$ cat config.mk
export PLATFORM = sky130hd
export DESIGN_NAME = demm_dot_engine
export DESIGN_NICKNAME = d
export VERILOG_FILES = /design/src/rtl/demm_dot_engine.sv
export SDC_FILE = /design/constraint.sdc
export NUM_CORES = 2
export LEC_CHECK = 0
export BUFFER_PORTS_ARGS = -buffer_cell sky130_fd_sc_hd__buf_2
export CAP_MARGIN = 20
export CORE_MARGIN = 2
export CORE_UTILIZATION = 55
export CTS_CLUSTER_DIAMETER = 30
export CTS_CLUSTER_SIZE = 10
export DETAILED_ROUTE_END_ITERATION = 6
export GPL_ROUTABILITY_DRIVEN = 0
export PLACE_DENSITY = 0.77
export SETUP_SLACK_MARGIN = 0.05
export SLEW_MARGIN = 0
export SYNTH_ARGS = -nofsm -noshare
export SYNTH_HDL_FRONTEND = slang
export SYNTH_SLANG_ARGS = --single-unit
$ cat constraint.sdc
create_clock -name clk -period 18.48 [get_ports clk]
set_input_delay 3.696 -clock clk [delete_from_list [all_inputs] [get_ports clk]]
set_output_delay 3.696 -clock clk [all_outputs]
set_load 0.02 [all_outputs]
$ cat src/rtl/demm_dot_engine.sv
// demm_dot_engine: multi-lane signed dot-product engine.
// Consumes LANES element pairs per beat, multiplies lanewise, reduces through a
// registered adder stage and accumulates with saturation over a per-job length.
module demm_dot_engine #(
    parameter int unsigned LANES  = 4,
    parameter int unsigned DATA_W = 16,
    parameter int unsigned ACC_W  = 48,
    parameter int unsigned LEN_W  = 32
) (
    input  logic                    clk,
    input  logic                    rst,
    input  logic [LEN_W-1:0]        cfg_len,
    input  logic                    cfg_valid,
    output logic                    cfg_ready,
    input  logic [LANES*DATA_W-1:0] s_a_tdata,
    input  logic                    s_a_tvalid,
    output logic                    s_a_tready,
    input  logic [LANES*DATA_W-1:0] s_b_tdata,
    input  logic                    s_b_tvalid,
    output logic                    s_b_tready,
    output logic [ACC_W-1:0]        m_tdata,
    output logic                    m_tuser,
    output logic                    m_tvalid,
    input  logic                    m_tready,
    output logic                    busy
);

    localparam int unsigned PROD_W = 2 * DATA_W;
    localparam int unsigned TREE_W = $clog2(LANES);
    localparam int unsigned SUM_W  = PROD_W + TREE_W;
    localparam int unsigned EXT_W  = ACC_W + 1;

    localparam logic signed [ACC_W-1:0] ACC_MAX = {1'b0, {(ACC_W-1){1'b1}}};
    localparam logic signed [ACC_W-1:0] ACC_MIN = {1'b1, {(ACC_W-1){1'b0}}};

    typedef enum logic [1:0] {
        IDLE  = 2'd0,
        RUN   = 2'd1,
        DRAIN = 2'd2,
        OUT   = 2'd3
    } state_t;

    state_t state;
    state_t state_next;

    logic [LEN_W-1:0] len_q;
    logic [LEN_W-1:0] count_q;

    logic fire;
    logic cfg_take;

    logic signed [PROD_W-1:0] prod_c [LANES];
    logic signed [PROD_W-1:0] prod_q [LANES];
    logic                     v1_q;

    logic signed [SUM_W-1:0]  sum_c;
    logic signed [SUM_W-1:0]  sum_q;
    logic                     v2_q;

    logic signed [EXT_W-1:0]  acc_ext_c;
    logic signed [ACC_W-1:0]  acc_c;
    logic                     acc_ovf_c;
    logic signed [ACC_W-1:0]  acc_q;
    logic                     sat_q;

    // Both operand streams advance together; a lone valid never fires.
    assign s_a_tready = fire;
    assign s_b_tready = fire;

    // Next-state and handshake decode.
    always_comb begin
        state_next = state;
        cfg_take   = 1'b0;
        fire       = 1'b0;
        case (state)
            IDLE: begin
                if (cfg_valid) begin
                    cfg_take   = 1'b1;
                    state_next = (cfg_len == '0) ? OUT : RUN;
                end
            end
            RUN: begin
                fire = s_a_tvalid & s_b_tvalid & (count_q < len_q);
                if (fire && ((count_q + LEN_W'(1)) == len_q)) begin
                    state_next = DRAIN;
                end
            end
            DRAIN: begin
                if (!v1_q && !v2_q) begin
                    state_next = OUT;
                end
            end
            OUT: begin
                if (m_tready) begin
                    state_next = IDLE;
                end
            end
            default: state_next = IDLE;
        endcase
    end

    // State register.
    always_ff @(posedge clk) begin
        if (rst) begin
            state <= IDLE;
        end else begin
            state <= state_next;
        end
    end

    // Job length latch and accepted-beat counter; count never exceeds len so it cannot wrap.
    always_ff @(posedge clk) begin
        if (rst) begin
            len_q   <= '0;
            count_q <= '0;
        end else if (cfg_take) begin
            len_q   <= cfg_len;
            count_q <= '0;
        end else if (fire) begin
            count_q <= count_q + LEN_W'(1);
        end
    end

    // Lanewise signed products.
    always_comb begin
        for (int i = 0; i < int'(LANES); i++) begin
            prod_c[i] = PROD_W'($signed(s_a_tdata[i*DATA_W +: DATA_W]))
                      * PROD_W'($signed(s_b_tdata[i*DATA_W +: DATA_W]));
        end
    end

    // Sign-extended reduction of the registered products.
    always_comb begin
        sum_c = '0;
        for (int i = 0; i < int'(LANES); i++) begin
            sum_c = sum_c + SUM_W'(prod_q[i]);
        end
    end

    // Saturating add of the beat sum into the accumulator, one guard bit wide.
    always_comb begin
        acc_ext_c = EXT_W'(acc_q) + EXT_W'(sum_q);
        acc_ovf_c = acc_ext_c[EXT_W-1] != acc_ext_c[EXT_W-2];
        if (acc_ovf_c) begin
            acc_c = acc_ext_c[EXT_W-1] ? ACC_MIN : ACC_MAX;
        end else begin
            acc_c = acc_ext_c[ACC_W-1:0];
        end
    end

    // S1/S2 pipeline registers; no backpressure, valids simply shift.
    always_ff @(posedge clk) begin
        if (rst) begin
            v1_q  <= 1'b0;
            v2_q  <= 1'b0;
            sum_q <= '0;
            for (int i = 0; i < int'(LANES); i++) begin
                prod_q[i] <= '0;
            end
        end else begin
            v1_q <= fire;
            v2_q <= v1_q;
            if (fire) begin
                for (int i = 0; i < int'(LANES); i++) begin
                    prod_q[i] <= prod_c[i];
                end
            end
            if (v1_q) begin
                sum_q <= sum_c;
            end
        end
    end

    // S3 accumulator with sticky saturation flag, cleared per job.
    always_ff @(posedge clk) begin
        if (rst) begin
            acc_q <= '0;
            sat_q <= 1'b0;
        end else if (cfg_take) begin
            acc_q <= '0;
            sat_q <= 1'b0;
        end else if (v2_q) begin
            acc_q <= acc_c;
            sat_q <= sat_q | acc_ovf_c;
        end
    end

    // Registered status and result outputs, loaded on the transition into OUT.
    always_ff @(posedge clk) begin
        if (rst) begin
            cfg_ready <= 1'b1;
            busy      <= 1'b0;
            m_tvalid  <= 1'b0;
            m_tdata   <= '0;
            m_tuser   <= 1'b0;
        end else begin
            cfg_ready <= (state_next == IDLE);
            busy      <= (state_next != IDLE);
            m_tvalid  <= (state_next == OUT);
            if (state == IDLE && state_next == OUT) begin
                m_tdata <= '0;
                m_tuser <= 1'b0;
            end else if (state == DRAIN && state_next == OUT) begin
                m_tdata <= acc_q;
                m_tuser <= sat_q;
            end
        end
    end

endmodule

==> flow_metrics.py <==
metrics = {
    "status": {
        "status": "finished, violations left",
        "failed_checks": "DRC",
    },
    "logic_synthesis": {
        "ys_seq_area_share_pct": 13.5,
        "synth-main-ff-cell": "dfxtp_1",
        "synthesis_stage_register_bit_count": 331,
        "synth_fa_ha_area_share_pct": 47.9,
        "synthesis.area_um2": 58600,
        "synth.avg_cell_area_um2": 9.16,
        "synth_top_family_by_area": "adder cells",
        "netlist_instances": 6392,
        "synth_async_sr_flop_share_pct": 0,
        "synth_enable_flop_cells": 128,
        "syn-num-nets": 8114,
        "synthMuxAreaShare_pct": 0.431,
        "yosys.area_share.xor_xnor_pct": 4.05,
        "synth.yosys.warnings": 0,
        "post_synth_and_or_nand_nor_area_fraction_pct": 15.9,
        "complex_gate_fraction_of_the_synthesized_area_pct": 8.84,
        "ys_types": 91,
    },
    "cts": {
        "cts.hold.buffers_added": 0,
        "post_cts_buffers": 0,
        "ctsLongestPathBuffers": 3,
        "cts_tree": "done",
        "cts_resized": 0,
        "tritoncts_num_sinks": 331,
        "cts_inserted_buffers": 76,
        "clkSlewWorstSetupHoldPaths_ns": 0.04,
        "cts_max_level": 3,
        "clock_latency_on_the_worst_skew_pair_ns": 0.61,
        "cts_root_buffer": "clkbuf_16",
    },
    "placed_design": {
        "io_buffers": 219,
        "place_hpwl_um": 115000,
    },
    "floorplan": {
        "top_level_ports": 220,
        "placement_rows": 119,
        "chipHeight_um": 330,
        "die_w_um": 330,
        "initial_core_util_pct": 55.6,
        "die_area_um2": 109000,
        "floorplan.core_area_um2": 105000,
    },
    "global_routing": {
        "grt_max_degree": 86,
        "total_congestion_overflow": 0,
        "grt_antenna_before_repair": 4,
        "grt_pass1_vias": 47000,
        "grt_util_all_layers_pct": 27.2,
        "grt_first_pass_wirelength_um": 238000,
    },
    "timing": {
        "rsz0062_at_grt": "false",
        "period_share_pct": 51.6,
        "final_max_tran_viols": 0,
        "final.min_clock_period_ns": 9.54,
        "fin_worst_skew_ns": 0.0419,
        "finalSetupTns_ns": 0,
        "worst_pin_slew_ns": 1.04,
        "setup-violations-final": 0,
        "max_freq_mhz": 105,
        "report.final.hold_viol_count": 0,
        "slew_headroom_pct": 31.0,
    },
    "setup_path": {
        "critical_path.max_fanout": 16,
        "crit_arrival_ns": 9.84,
        "timing.critical_path.from_type": "input port",
        "worst_setup_path_end_kind": "flop",
        "crit_required_ns": 18.79,
        "reg2regPathDepth": 15,
        "crit_type": "input port to flop",
    },
    "finish": {
        "final.fill_count": 8924,
        "finalNetCount": 8176,
        "multi_input_comb_area_um2": 45200,
        "layout_common_cells": "1205 x inv_1, 1114 x fa_1, 734 x nand2_1",
        "final_layout_size_suffix_gt1_share_pct": 6.32,
        "areaGrowthSynthToFinish_pct": 8.09,
        "layout.area.seq_um2": 7910,
        "most_common_cell_after_layout_fill_and_taps_aside": "inv_1",
    },
    "job": {
        "timing.max_cap.violations": 0,
    },
    "worst_hold_path": {
        "hold_path.class": "flop to flop",
        "hold_depth": 2,
    },
    "detailed_routing": {
        "drt_drc_violations_left": 20,
        "routedWlPerCell_um": 18.1,
        "avgViaCountPerCell": 5.59,
        "dr.first_iter.drc_count": 2952,
        "final_antenna_violating_net_count": 0,
        "routed_wirelength_um": 143000,
        "detailroute.via_count": 44200,
        "detail_route.first_pass.iterations": 7,
    },
}
[area by class of cell]
type	instances	area share (%)
sequential	331	12.5
tap	1391	2.75
clock inverter	40	0.792
clock buffer	101	3.44
multi-input combinational	4603	71.4
timing repair buffer	235	1.97
antenna	2	0.00790
inverter	1207	7.16
[Yosys cell counts (all sizes together) (11+ instances only)]
master	instances	share of area (%)
a211o	13	0.19
a211oi	25	0.32
a21o	97	1.2
a21oi	319	2.7
a31oi	21	0.22
a41oi	13	0.19
and2	533	5.7
and3	40	0.43
buf	23	0.22
clkbuf	228	1.5
dfxtp	203	6.9
edfxtp	128	6.6
fa	1114	38
ha	442	9.4
inv	1206	7.7
maj3	23	0.39
mux2i	23	0.39
nand2	734	4.7
nand2b	44	0.47
nand3	46	0.41
nand4	35	0.42
nor2	308	2.0
nor2b	15	0.16
nor3	57	0.49
nor4	28	0.30
o211ai	16	0.21
o21a	25	0.32
o21ai	159	1.4
o21bai	26	0.33
or2	11	0.12
or3	18	0.19
xnor2	193	2.9
xor2	78	1.2
[per-stage QoR]
step	instance area, µm²	hold slack [ns]	std cells	setup WS (ns)	utilization [%]
floorplan	58600	0.432	6392	8.88	-
detailed placement	60600	0.445	7765	8.40	57.5
global route	63300	0.471	7910	8.56	60.1
CTS	63300	0.451	7906	9.00	60.0
finish	63300	0.448	7910	8.94	60.1
global placement	60600	0.440	7765	8.55	57.5
[critical path: stages]
cell,delay (ns)
buf_2,0.21
nand2_1,0.16
inv_1,0.10
fa_1,0.77
fa_1,0.50
fa_1,0.50
fa_1,0.51
fa_1,0.49
inv_1,0.05
fa_1,0.48
inv_1,0.04
ha_1,0.35
a21o_1,0.21
a21o_1,0.19
a211oi_1,0.24
o21ai_0,0.18
a22o_1,0.23
o21ba_2,0.26
a21oi_1,0.09
a311oi_1,0.35
xnor2_1,0.17
nor2_1,0.05
[routing by layer]
metal | vias to the layer above | wire length [µm] | GRT usage [%]
met5 | - | 14 | 0
met4 | 4 | 4670 | 8.59
met3 | 341 | 9870 | 3.80
met2 | 1650 | 71600 | 47.4
met1 | 22200 | 57400 | 35.0
li1 | 20100 | - | -
[cell families (layout without fill, tap and decap cells)]
| kind of cell | Yosys count | count (layout) |
|---|---|---|
| AOI/OAI and AO/OA | 826 | 826 |
| xor gates and xnor gates | 271 | 271 |
| adders and majority gates | 1579 | 1579 |
| buffers and inverters | 1458 | 1583 |
| DFF | 331 | 331 |
| muxes | 25 | 25 |
| other | 0 | 2 |
| and+or+nand+nor | 1902 | 1902 |
[path summary, 6_finish.rpt]
| check | start | end | slack (ns) |
|---|---|---|---|
| hold reg to reg | m_tdata[25] | m_tdata[25] | 0.45 |
| setup / recovery | s_a_tdata[47] | prod_q[2][31] | 8.94 |
| setup reg to reg | prod_q[1][1] | sum_q[29] | 13.68 |
| hold / removal | m_tdata[25] | m_tdata[25] | 0.45 |
[sequential cells by signal (all words and copies together), names as in the netlist]
register	flops
count_q	32
state	2
acc_q	48
v1_q	1
v2_q	1
len_q	32
m_tvalid	1
sat_q	1
sum_q	34
m_tdata	48
busy	1
cfg_ready	1
prod_q	128
m_tuser	1
Power is left out: the tool's default activity adds up to more than one toggle a clock period on the data nets, which glitch-free logic cannot reach.
